<file path="config.mk">
export PLATFORM = sky130hd
export DESIGN_NAME = tdm_mux_scanner_flat
export DESIGN_NICKNAME = d
export VERILOG_FILES = /design/src/rtl/tdm_mux_scanner_pkg.sv /design/src/rtl/tdm_mux_scanner_if.sv /design/src/rtl/tdm_mux_scanner_mux_n.sv /design/src/rtl/tdm_mux_scanner.sv /design/src/flat_wrapper.sv
export SDC_FILE = /design/constraint.sdc
export NUM_CORES = 1
export LEC_CHECK = 0
export CAP_MARGIN = 20
export CORE_AREA = 2 2 40 42
export CTS_CLUSTER_SIZE = 24
export DETAILED_ROUTE_END_ITERATION = 16
export DIE_AREA = 0 0 42 44
export GPL_TIMING_DRIVEN = 0
export PLACE_DENSITY = 0.71
export RECOVER_POWER = 50
export SLEW_MARGIN = 20
export SYNTH_ARGS = -nofsm -noshare
export SYNTH_HDL_FRONTEND = slang
export SYNTH_HIERARCHICAL = 1
export SYNTH_SLANG_ARGS = --single-unit
</file>
<file path="constraint.sdc">
create_clock -name clk -period 2.3 [get_ports clk]
set_input_delay 0.23 -clock clk [delete_from_list [all_inputs] [get_ports clk]]
set_output_delay 0.23 -clock clk [all_outputs]
set_load 0.05 [all_outputs]
</file>
<file path="src/rtl/tdm_mux_scanner_pkg.sv">
// Shared types and constants for the TDM mux/scanner block.
package tdm_mux_scanner_pkg;

  // Controller states.
  typedef enum logic [1:0] {
    ST_IDLE   = 2'b00,
    ST_MANUAL = 2'b01,
    ST_SCAN   = 2'b10
  } state_t;

  // Values of the mode input.
  localparam logic MODE_MANUAL = 1'b0;
  localparam logic MODE_SCAN   = 1'b1;

  // Width of a counter holding 0..n-1. The result is never below 1, so a
  // single-value count still has a legal vector width.
  function automatic int unsigned cnt_width(input int unsigned n);
    return (n > 1) ? $clog2(n) : 1;
  endfunction

endpackage

</file>
<file path="src/rtl/tdm_mux_scanner_if.sv">
// Channel data, control and tagged-sample bus of the TDM mux/scanner.
// The master side drives the channels and controls. The slave side is the
// scanner, which returns the registered sample and its status.
interface tdm_mux_scanner_if #(
  parameter int N_CH  = 4,
  parameter int WIDTH = 1
);
  localparam int SEL_W = $clog2(N_CH);

  logic [N_CH*WIDTH-1:0] d;          // packed channels, channel k at d[k*WIDTH +: WIDTH]
  logic [SEL_W-1:0]      sel;        // manual-mode channel select
  logic                  mode;       // 0 = manual, 1 = scan
  logic                  start;      // scan start pulse
  logic                  stop;       // scan abort
  logic [WIDTH-1:0]      z;          // registered sample
  logic [SEL_W-1:0]      z_ch;       // channel the sample came from
  logic                  z_valid;    // z/z_ch are valid
  logic                  frame_done; // last channel of a scan frame is on z
  logic                  busy;       // scanning

  modport master (
    output d, sel, mode, start, stop,
    input  z, z_ch, z_valid, frame_done, busy
  );

  modport slave (
    input  d, sel, mode, start, stop,
    output z, z_ch, z_valid, frame_done, busy
  );

endinterface

</file>
<file path="src/rtl/tdm_mux_scanner_mux_n.sv">
// Purely combinational N:1 slice multiplexer. An index at or above N_CH
// returns zero and raises out_of_range. This can only occur when N_CH is
// not a power of two.
module tdm_mux_scanner_mux_n #(
  parameter int N_CH  = 4,
  parameter int WIDTH = 1,
  parameter int SEL_W = $clog2(N_CH)
) (
  input  logic [N_CH*WIDTH-1:0] d,
  input  logic [SEL_W-1:0]      sel,
  output logic [WIDTH-1:0]      y,
  output logic                  out_of_range
);

  // Choose the slice whose index matches sel. No match means out of range.
  always_comb begin
    // NOTE: every output gets a default before the loop. Without it, an
    // unmatched sel would leave y holding its old value, and synthesis
    // would infer a latch.
    y            = '0;
    out_of_range = 1'b1;
    for (int k = 0; k < N_CH; k++) begin
      if (sel == SEL_W'(k)) begin
        y            = d[k*WIDTH +: WIDTH];
        out_of_range = 1'b0;
      end
    end
  end

endmodule

</file>
<file path="src/rtl/tdm_mux_scanner.sv">
// Registered N-channel multiplexer with two modes.
//  - Manual mode: a registered N:1 mux, with one cycle from sel to z.
//  - Scan mode: a time-division walk over every channel, DWELL cycles per
//    channel. Each sample carries its channel tag.
// A start pulse is captured in IDLE and acted on one edge later. The first
// scan sample therefore appears two edges after start, and busy rises one
// edge after start. stop acts on the edge where it is sampled. That edge
// loads no sample. All outputs come straight from flops.
module tdm_mux_scanner
  import tdm_mux_scanner_pkg::*;
#(
  parameter int N_CH  = 4,   // number of channels, >= 2
  parameter int WIDTH = 1,   // bits per channel
  parameter int DWELL = 1    // cycles per channel in scan mode, >= 1
) (
  input  logic             clk,
  input  logic             rst,
  tdm_mux_scanner_if.slave bus  // must be built with the same N_CH/WIDTH
);

  localparam int SEL_W = $clog2(N_CH);
  localparam int DW_W  = cnt_width(DWELL);

  localparam logic [SEL_W-1:0] CH_LAST    = SEL_W'(N_CH - 1);
  localparam logic [DW_W-1:0]  DWELL_LAST = DW_W'(DWELL - 1);

  state_t           state_q, state_d;
  logic             start_q, start_d;
  logic [SEL_W-1:0] ch_q, ch_d;
  logic [DW_W-1:0]  dwell_q, dwell_d;
  logic [WIDTH-1:0] z_q, z_d;
  logic [SEL_W-1:0] z_ch_q, z_ch_d;
  logic             z_valid_q, z_valid_d;
  logic             frame_done_q, frame_done_d;

  logic [SEL_W-1:0] mux_sel;
  logic [WIDTH-1:0] mux_y;
  logic             mux_oor;
  logic             last_ch;
  logic             last_dwell;

  // One shared mux. The scan counter steers it while scanning, and the
  // manual select steers it otherwise.
  assign mux_sel = (state_q == ST_SCAN) ? ch_q : bus.sel;

  tdm_mux_scanner_mux_n #(
    .N_CH  (N_CH),
    .WIDTH (WIDTH),
    .SEL_W (SEL_W)
  ) u_mux (
    .d            (bus.d),
    .sel          (mux_sel),
    .y            (mux_y),
    .out_of_range (mux_oor)
  );

  assign last_ch    = (ch_q == CH_LAST);
  assign last_dwell = (dwell_q == DWELL_LAST);

  // Next-state, counter and output-register logic for all three states.
  always_comb begin
    state_d      = state_q;
    start_d      = 1'b0;
    ch_d         = ch_q;
    dwell_d      = dwell_q;
    z_d          = z_q;
    z_ch_d       = z_ch_q;
    z_valid_d    = 1'b0;
    frame_done_d = 1'b0;

    case (state_q)
      ST_IDLE: begin
        // Capture a start only when stop is not also asserted, so that stop
        // wins a tie. Check stop again when acting on the captured start.
        start_d = (bus.mode == MODE_SCAN) && bus.start && !bus.stop;
        if (start_q && (bus.mode == MODE_SCAN) && !bus.stop) begin
          state_d = ST_SCAN;
          start_d = 1'b0;
          ch_d    = '0;
          dwell_d = '0;
        end else if (bus.mode == MODE_MANUAL) begin
          state_d = ST_MANUAL;
        end
      end

      ST_MANUAL: begin
        if (bus.mode == MODE_SCAN) begin
          // Leave manual mode. z and z_ch keep their values, and the
          // sample is marked invalid from the next cycle.
          state_d = ST_IDLE;
        end else begin
          // The mux already returns zero for an index that is out of range.
          z_d       = mux_y;
          z_ch_d    = bus.sel;
          z_valid_d = !mux_oor;
        end
      end

      ST_SCAN: begin
        if (bus.stop) begin
          // Abort. This cycle's sample is dropped and the counters are left
          // as they are, because the next start clears them.
          state_d = ST_IDLE;
        end else begin
          z_d          = mux_y;
          z_ch_d       = ch_q;
          z_valid_d    = 1'b1;
          frame_done_d = last_ch && last_dwell;
          if (last_dwell) begin
            dwell_d = '0;
            ch_d    = last_ch ? '0 : ch_q + SEL_W'(1);
          end else begin
            dwell_d = dwell_q + DW_W'(1);
          end
        end
      end

      default: state_d = ST_IDLE;
    endcase
  end

  // State register. A synchronous reset returns the controller to IDLE.
  always_ff @(posedge clk) begin
    // NOTE: flops use non-blocking assignment. All of them then update
    // together at the edge, whatever order the statements appear in.
    if (rst) state_q <= ST_IDLE;
    else     state_q <= state_d;
  end

  // Counters, start capture and output registers. Reset clears them even
  // in the middle of a scan.
  always_ff @(posedge clk) begin
    if (rst) begin
      start_q      <= 1'b0;
      ch_q         <= '0;
      dwell_q      <= '0;
      z_q          <= '0;
      z_ch_q       <= '0;
      z_valid_q    <= 1'b0;
      frame_done_q <= 1'b0;
    end else begin
      start_q      <= start_d;
      ch_q         <= ch_d;
      dwell_q      <= dwell_d;
      z_q          <= z_d;
      z_ch_q       <= z_ch_d;
      z_valid_q    <= z_valid_d;
      frame_done_q <= frame_done_d;
    end
  end

  assign bus.z          = z_q;
  assign bus.z_ch       = z_ch_q;
  assign bus.z_valid    = z_valid_q;
  assign bus.frame_done = frame_done_q;
  assign bus.busy       = (state_q == ST_SCAN);

endmodule

</file>
<file path="src/flat_wrapper.sv">
// flat-port wrapper written by rule: the top's interface ports become plain ports
module tdm_mux_scanner_flat import tdm_mux_scanner_pkg::*;
#(
  parameter int N_CH  = 4,                              
  parameter int WIDTH = 1,                      
  parameter int DWELL = 1                                            
)
  (clk, rst, bus_d, bus_sel, bus_mode, bus_start, bus_stop, bus_z, bus_z_ch, bus_z_valid, bus_frame_done, bus_busy);
  tdm_mux_scanner_if #(.N_CH(N_CH), .WIDTH(WIDTH)) bus_i ();
  input  logic clk;
  input  logic rst;
  input wire logic [$bits(bus_i.d)-1:0] bus_d;
  input wire logic [$bits(bus_i.sel)-1:0] bus_sel;
  input wire logic [$bits(bus_i.mode)-1:0] bus_mode;
  input wire logic [$bits(bus_i.start)-1:0] bus_start;
  input wire logic [$bits(bus_i.stop)-1:0] bus_stop;
  output wire logic [$bits(bus_i.z)-1:0] bus_z;
  output wire logic [$bits(bus_i.z_ch)-1:0] bus_z_ch;
  output wire logic [$bits(bus_i.z_valid)-1:0] bus_z_valid;
  output wire logic [$bits(bus_i.frame_done)-1:0] bus_frame_done;
  output wire logic [$bits(bus_i.busy)-1:0] bus_busy;
  assign bus_i.d = bus_d;
  assign bus_i.sel = bus_sel;
  assign bus_i.mode = bus_mode;
  assign bus_i.start = bus_start;
  assign bus_i.stop = bus_stop;
  assign bus_z = bus_i.z;
  assign bus_z_ch = bus_i.z_ch;
  assign bus_z_valid = bus_i.z_valid;
  assign bus_frame_done = bus_i.frame_done;
  assign bus_busy = bus_i.busy;
  tdm_mux_scanner #(.N_CH(N_CH), .WIDTH(WIDTH), .DWELL(DWELL)) u_core (.clk(clk), .rst(rst), .bus(bus_i));
endmodule
</file>
==> results.toml <==
[outcome]
status = "completed"

[final_layout]
antennaDiodeCount = 0
final_layout_size_suffix_gt1_share_pct = 11.11
finish.instance_area_um2 = 778.2
layout.nets = 97
nFillCells = 127
area_growth_pct = 35.22

[critical_path]
end_kind = "output port"
worstPathRequired_ps = 2070
crit_arrival_ps = 1930
crit_path_end = "bus_busy"
rr_startpoint = "u_core/state_q[0]"
path_cells = "inv_1 > ha_1 > clkdlybuf4s50_1"
r2r_end = "u_core/bus.z"
worst-path-stages = 3
critPathBufInv = 2
cp-start-kind = "register"
cp_slowest_cell = "clkdlybuf4s50_1"
critPathKind = "reg2out"
slowest_delay_ps = 870
reg2reg_setup_slack_ps = 420
critPathLaunch = "u_core/state_q[0]"
reg2regPathDepth = 6
cp_top_family = "buffers and inverters"
critical_path_peak_fanout = 9

[sta]
setup_viol = 0
fin_crit_sh_pct = 94.03
slew_headroom_pct = 66.53
hold_violations = 0
fin_skew_ps = 3.515
rsz0062_at_grt = "false"
fin_crit_ps = 2163
maxSlewViolCount = 0
tightest_slew_ps = 500.3
tns_ps = 0
max_freq_mhz = 462.4

[die]
die_y_um = 44
die_area_um2 = 1848
fp.dieW_um = 42
row_count = 14
io_pins = 17
start_util_pct = 40.56
fp.coreArea_um2 = 1419

[global_route]
grt_usage_pct = 13.74
grt_use_met2_pct = 20.00
grt_pass1_wl_mm = 1.925
grt.busiest_layer = "met2"
grt_max_degree = 10
grt_pass1_vias = 432
antenna_found_initial = 0
grtUsageMet3_pct = 2.500
grt-ovfl-total = 0
use_met1_pct = 19.08

[synthesis]
synth_nets = 76
yosysTopAreaCell = "dfxtp_1"
synth_edf_count = 0
yosysTopAreaCellShare_pct = 34.78
syn_inst = 61
syn_area_um2 = 575.6
synth.most_common_cell = "dfxtp_1"
synth_flop_cell = "dfxtp_1"
async_flop_share_pct = 0
synth_common_cells = "10 x dfxtp_1, 8 x nand2_1, 6 x inv_1, 4 x ha_1"
ys_top_cells_by_area = "dfxtp_1 35%, ha_1 8.7%, mux2i_1 5.2%"
synth_cell_types = 29
synth-seq-cells = 10
syn_avg_cell_area_um2 = 9.435
synth_seq_area_share_pct = 34.78
yosys_warnings = 6

[routing]
wl_mm = 1.172
vias = 517
firstDrtPassIters = 4
drc = 0
detail_route.vias_per_cell = 5.330
routedWlPerCell_um = 12.08
antenna_left = 0
dr.first_iter.drc_count = 20

[placement]
routabilityCongestion = 0.7978
io_buffer_count = 16
hpwlAfterDp_um = 882.5
placed_cell_area_um2 = 755.7

[clocking]
clk_latency_ps = 270
numCtsBuffers = 3
cts_root_buffer = "clkbuf_4"
cts_resized = 0
clkSlewWorstSetupHoldPaths_ps = 70
h-tree-depth = 1
hold_buffers = 0
cts_buffer_depth = 2
cts.sinks = 10
cts_setup_buffers = 0
tritoncts = "built"

[min_path]
hp-class = "reg2reg"

[power]
powerDensity_nw_per_um2 = 597.2
power_leakage_nw = 0.2974
vdd_ir_drop_max_mv = 0.3118

[job]
drv_cap = 0
==> routing by layer <==
layer  up-vias  wire [µm]
met5         -          0
met4         0          0
met3         0         73
met2        23        560
met1       236        538
li1        258          -
==> state kept, by name (all words and copies together) (netlist names) <==
name,cells
u_core/state_q,2
u_core/bus.frame_done,1
u_core/bus.z_valid,1
u_core/bus.z,1
u_core/start_q,1
u_core/bus.z_ch,2
u_core/ch_q,2
==> how the worst min path moves through the flow <==
stage               cells past startpoint               start                 end
floorplan                               1            bus_stop      u_core/start_q
finish                                  2  u_core/bus.z_ch[1]  u_core/bus.z_ch[1]
global placement                        2  u_core/bus.z_ch[1]  u_core/bus.z_ch[1]
CTS                                     2  u_core/bus.z_ch[0]  u_core/bus.z_ch[0]
global route                            2        u_core/bus.z        u_core/bus.z
detailed placement                      2  u_core/bus.z_ch[0]  u_core/bus.z_ch[0]
==> stage by stage <==
stage	power [mW]	hold WS (ps)	utilization, %	cells	setup slack (ps)
6_report	0.4647	463.1	54.85	97	137.3
5_1_grt	0.4900	490.5	54.85	97	41.54
4_1_cts	0.4725	472.0	55.82	97	96.38
3_5_place_dp	0.3095	461.7	53.26	93	391.3
3_3_place_gp	0.3073	448.0	53.26	93	387.2
2_1_floorplan	0.2684	307.3	-	61	226.6
==> tightest hold or removal path: stages, from the launching register on <==
cell,delay [ps]
dfxtp_1,310
nand2_1,50
mux2i_1,60
==> kinds of logic (layout without fill, tap and decap cells) <==
group,Yosys count,after routing,synth area share (%)
compound gates,10,10,15.43
fa+ha+maj,4,4,8.696
buf+inv,7,27,5.218
flops,10,10,34.78
mux,6,6,13.04
other cells,1,1,0.6515
simple gates,23,23,22.18
==> cell type report <==
| type | count | area (µm²) | share of cell area (%) |
|---|---|---|---|
| Multi-Input combinational cell | 44 | 331.6 | 42.60 |
| Inverter | 6 | 22.52 | 2.894 |
| Timing Repair Buffer | 16 | 160.2 | 20.58 |
| Buffer | 1 | 7.507 | 0.9646 |
| Tap cell | 16 | 20.02 | 2.572 |
| Sequential cell | 10 | 200.2 | 25.72 |
| Clock buffer | 4 | 36.28 | 4.662 |
==> power breakdown <==
part           internal (mW)  total (mW)  switching [mW]
sequential             0.183       0.190         0.00692
clock                 0.0961       0.162          0.0656
combinational         0.0535       0.113          0.0592
==> cells in the final DEF, fill, tap and decap left out, drive strengths merged, types with 3 or more instances in the layout <==
cell,n
clkbuf,4
dlygate4sd3,3
nor2b,3
dfxtp,10
ha,4
o211ai,3
nand2,8
mux2i,3
clkdlybuf4s50,13
inv,6
(Power assumes the default switching activity.)
==> variant 1, RTL diff (config.mk and constraints unchanged) <==
The 3 states of `state_t` get a one-hot encoding in 3 bits.
--- a/src/rtl/tdm_mux_scanner_pkg.sv
+++ b/src/rtl/tdm_mux_scanner_pkg.sv
@@ -2,10 +2,10 @@
 package tdm_mux_scanner_pkg;
 
   // Controller states.
-  typedef enum logic [1:0] {
-    ST_IDLE   = 2'b00,
-    ST_MANUAL = 2'b01,
-    ST_SCAN   = 2'b10
+  typedef enum logic [2:0] {
+    ST_IDLE   = 3'b001,
+    ST_MANUAL = 3'b010,
+    ST_SCAN   = 3'b100
   } state_t;
 
   // Values of the mode input.
Check against the original RTL: same outputs for any inputs over 10 cycles, from zero or initial values and one cycle with rst high; not proved beyond that.
==> variant 1 against the original RTL <==
  * Area after synthesis up 9.3%
  * Critical path depth stayed put
  * Combinational power shrank 45%
  * Sequential cell count up 1
  * Count of clock-buffer cells in the layout unchanged
  * Routed wire length grew 4.4%
  * Worst setup slack improved by 10 ps
  * First-iteration DRC count decreased by 70%
  * Power decreased by 16%
  * Cell area up 4.8%
  * Critical endpoint unchanged
  * Highest routed layer is now met4
==> variant 1: results (changes against the original RTL) <==
- Share of post-route cells with drive strength above 1: 17.95% (+6.8 points)
- Max layer used: met4
- Net Sw Power: 95.16 uW (-28%)
- Pin count of the biggest net entering global routing: 11 (+1)
- Post-Syn Nets: 70 (-7.9%)
- Via count: 488 (-5.6%)
- Compound-Gate Fraction of Synth Area: 10.14% (-5.3 points)
- WL met3: 60 um (-18%)
- Initial DRC Count: 6 (-70%)
- Share of power burned in combinational logic: 15.9% (-8.3 points)
- #FFs+latches synth: 11 (+1)
- Leak Pwr: 0.3234 nW (+8.8%)
- Fraction of area in multi-input gates: 41.72% (-0.89 points)
- Non-CTS buffers: 20 (+3)
- Status: complete, no violations
- Clock share of power: 34.0% (-0.8 points)
- M3 GR Usage: 4.167% (+1.7 points)
- Clock buf/inv share: 3.221% (-1.4 points)
- Synth Area in Adders: 1.988% (-6.7 points)
- Net count, final: 91 (-6.2%)
- Worst-Margin Slew: 739.6 ps (+239.3 ps)
- Met1 Routed Length: 567 um (+5.4%)
- DP HPWL: 919.6 um (+4.2%)
- Met2 WL post-DR: 590 um (+5.4%)
- M1 GR Usage: 17.95% (-1.1 points)
- Invs w/o clock: 2 (-4)
- Fillers: 140 (+10%)
- Peak supply drop: 0.2753 mV (-12%)
- Flip-flop and latch area: 220.2 um2 (+10%)
-- variant 1: path summary, 6_finish.rpt --
kind	from	end	slack, ps	depth (start not counted)
worst max-delay path	u_core/state_q[0]$_SDFFE_PP1P_	bus_busy	150	3
worst min-delay path	u_core/ch_q[1]$_SDFFE_PP0P_	u_core/ch_q[1]$_SDFFE_PP0P_	490	2
worst max register to register	u_core/state_q[0]$_SDFFE_PP1P_	u_core/bus.z$_SDFFE_PP0P_	450	6
worst min register to register	u_core/ch_q[1]$_SDFFE_PP0P_	u_core/ch_q[1]$_SDFFE_PP0P_	490	2
-- variant 1: per-stage QoR --
stage | power [mW] | std cells | cell area (um2) | hold slack (ps)
2_1_floorplan | 0.2381 | 58 | 629.4 | 299.1
3_3_place_gp | 0.2647 | 90 | 809.5 | 474.1
3_5_place_dp | 0.2658 | 90 | 809.5 | 482.0
4_1_cts | 0.4015 | 94 | 835.8 | 493.1
5_1_grt | 0.4121 | 94 | 815.8 | 523.1
6_report | 0.3914 | 94 | 815.8 | 488.3
==> variant 2, RTL diff (config.mk and constraints unchanged) <==
Made on the original files. `N_CH` is set to 4 in 4 places; all go to 2.
--- a/src/rtl/tdm_mux_scanner_if.sv
+++ b/src/rtl/tdm_mux_scanner_if.sv
@@ -2,7 +2,7 @@
 // The master side drives the channels and controls. The slave side is the
 // scanner, which returns the registered sample and its status.
 interface tdm_mux_scanner_if #(
-  parameter int N_CH  = 4,
+  parameter int N_CH  = 2,
   parameter int WIDTH = 1
 );
   localparam int SEL_W = $clog2(N_CH);
--- a/src/rtl/tdm_mux_scanner_mux_n.sv
+++ b/src/rtl/tdm_mux_scanner_mux_n.sv
@@ -2,7 +2,7 @@
 // returns zero and raises out_of_range. This can only occur when N_CH is
 // not a power of two.
 module tdm_mux_scanner_mux_n #(
-  parameter int N_CH  = 4,
+  parameter int N_CH  = 2,
   parameter int WIDTH = 1,
   parameter int SEL_W = $clog2(N_CH)
 ) (
--- a/src/rtl/tdm_mux_scanner.sv
+++ b/src/rtl/tdm_mux_scanner.sv
@@ -9,7 +9,7 @@
 module tdm_mux_scanner
   import tdm_mux_scanner_pkg::*;
 #(
-  parameter int N_CH  = 4,   // number of channels, >= 2
+  parameter int N_CH  = 2,   // number of channels, >= 2
   parameter int WIDTH = 1,   // bits per channel
   parameter int DWELL = 1    // cycles per channel in scan mode, >= 1
 ) (
--- a/src/flat_wrapper.sv
+++ b/src/flat_wrapper.sv
@@ -1,7 +1,7 @@
 // flat-port wrapper written by rule: the top's interface ports become plain ports
 module tdm_mux_scanner_flat import tdm_mux_scanner_pkg::*;
 #(
-  parameter int N_CH  = 4,                              
+  parameter int N_CH  = 2,                              
   parameter int WIDTH = 1,                      
   parameter int DWELL = 1                                            
 )
Interface: changed (resized bus_d, bus_sel and bus_z_ch); port bits go from 17 to 13. The function was not compared with the original's and may differ.
==> variant 2 against the original RTL <==
  * Area after synthesis down 24%
  * Fmax up 5.9%
  * Worst setup slack better by 120 ps
  * Combinational power down 13%
  * Routed wire length down 30%
  * Power down 24%
  * Sequential cell count down 2
  * Cell area down 23%
  * Critical path type unchanged
  * Highest routed layer unchanged
==> variant 2: results (changes against the original RTL) <==
- Status: complete, no violations
- Register area share after synthesis: 36.68% (+1.9 points)
- Comb group: 98.3 uW (-13%)
- Dpl cell area: 576.8 um2 (-24%)
- Ys flop type: dfxtp_1
- Post-Syn Nets: 58 (-24%)
- Sw Share: 29.01% (+0.68 points)
- CP Max Fanout: 7 (-2)
- Initial DRC Count: 1 (-95%)
- GR Util All Layers: 10.01% (-3.7 points)
- Area share of the largest cell type after synthesis: 36.68% (+1.9 points)
- Unique masters post-synth: 28 (-3.4%)
- Met2 WL post-DR: 362 um (-35%)
- Placed Cells incl. Taps: 75 (-19%)
- Post-Syn Instances: 47 (-23%)
- Finished Layout Cells: 78 (-20%)
- Leak Pwr: 0.2372 nW (-20%)
- Compound-Gate Fraction of Synth Area: 23.21% (+7.8 points)
- CP arrival: 1810 ps (-120 ps)
- Fillers: 148 (+17%)
- DP HPWL: 663 um (-25%)
- Power Sequential: 152 uW (-20%)
- GP Congestion: 0.8019 (+0.51%)
- M1 GR Usage: 12.28% (-6.8 points)
- Drt pass-1 iters: 2 (-2)
- Met1 Routed Length: 413 um (-23%)
- WL met3: 47 um (-36%)
- Largest cells by area after synthesis: dfxtp_1, ha_1, mux2_4, nand2b_1, inv_1
- Pin count of the biggest net entering global routing: 8 (-2)
- Xor-xnor portion of the synthesized cell area: 0% (unchanged)
- Share of post-route cells with drive strength above 1: 11.29% (+0.18 points)
- M3 GR Usage: 2.917% (+0.42 points)
- Clock Skew: 6.002 ps (+2.487 ps)
- Peak supply drop: 0.3827 mV (+23%)
- Vias/cell: 4.949 (-7.2%)
- Max layer used: met3
- Clk Latency, worst-skew pair: 250 ps (-20 ps)
- WL/cell: 10.55 um (-13%)
- Post-synthesis mux area share: 6.877% (-6.2 points)
[variant 2: changes by cell type after synthesis, moves of 2 or more]
cell | before | now
nand2b_1 | 1 | 4
dfxtp_1 | 10 | 8
mux2i_1 | 3 | 0
o211ai_1 | 3 | 1
mux2_4 | 0 | 2
nand2_1 | 8 | 2
nor2b_1 | 3 | 1
nand3_1 | 2 | 0
mux2_2 | 2 | 0
[variant 2: area by class of cell]
cell class / instances / area [um2] / share of cell area (%)
Sequential cell: 8 / 160.2 / 26.72
Tap cell: 16 / 20.02 / 3.340
Buffer: 1 / 7.507 / 1.253
Multi-Input combinational cell: 33 / 250.2 / 41.75
Timing Repair Buffer: 12 / 120.1 / 20.04
Clock buffer: 3 / 22.52 / 3.758
Inverter: 5 / 18.77 / 3.132
[variant 2: cell families after synthesis]
kind of cell	after synthesis
AND/OR/NAND/NOR	14
AO/OA/AOI/OAI	13
flip-flops	8
buffers and inverters	6
adder cells (fa/ha/maj)	3
multiplexers	2
other	1
[variant 2: final timing paths]
| kind | to | start | slack, ps |
|---|---|---|---|
| worst max register to register | u_core/bus.z$_SDFFE_PP0P_ | u_core/state_q[0]$_SDFFE_PP0P_ | 620 |
| worst min register to register | u_core/bus.z$_SDFFE_PP0P_ | u_core/bus.z$_SDFFE_PP0P_ | 510 |
| worst max-delay path | bus_busy | u_core/state_q[0]$_SDFFE_PP0P_ | 260 |
| worst min-delay path | u_core/bus.z$_SDFFE_PP0P_ | u_core/bus.z$_SDFFE_PP0P_ | 510 |
[variant 2: metrics by stage]
stage                     utilization (%)  setup WS (ps)  total power, mW
after global placement              40.65          505.7           0.2523
after floorplan                         -          374.7           0.2199
after global routing                42.24          129.1           0.3812
after CTS                           42.24          227.8           0.3612
after detailed placement            40.65          511.4           0.2540
final                               42.24          258.0           0.3551
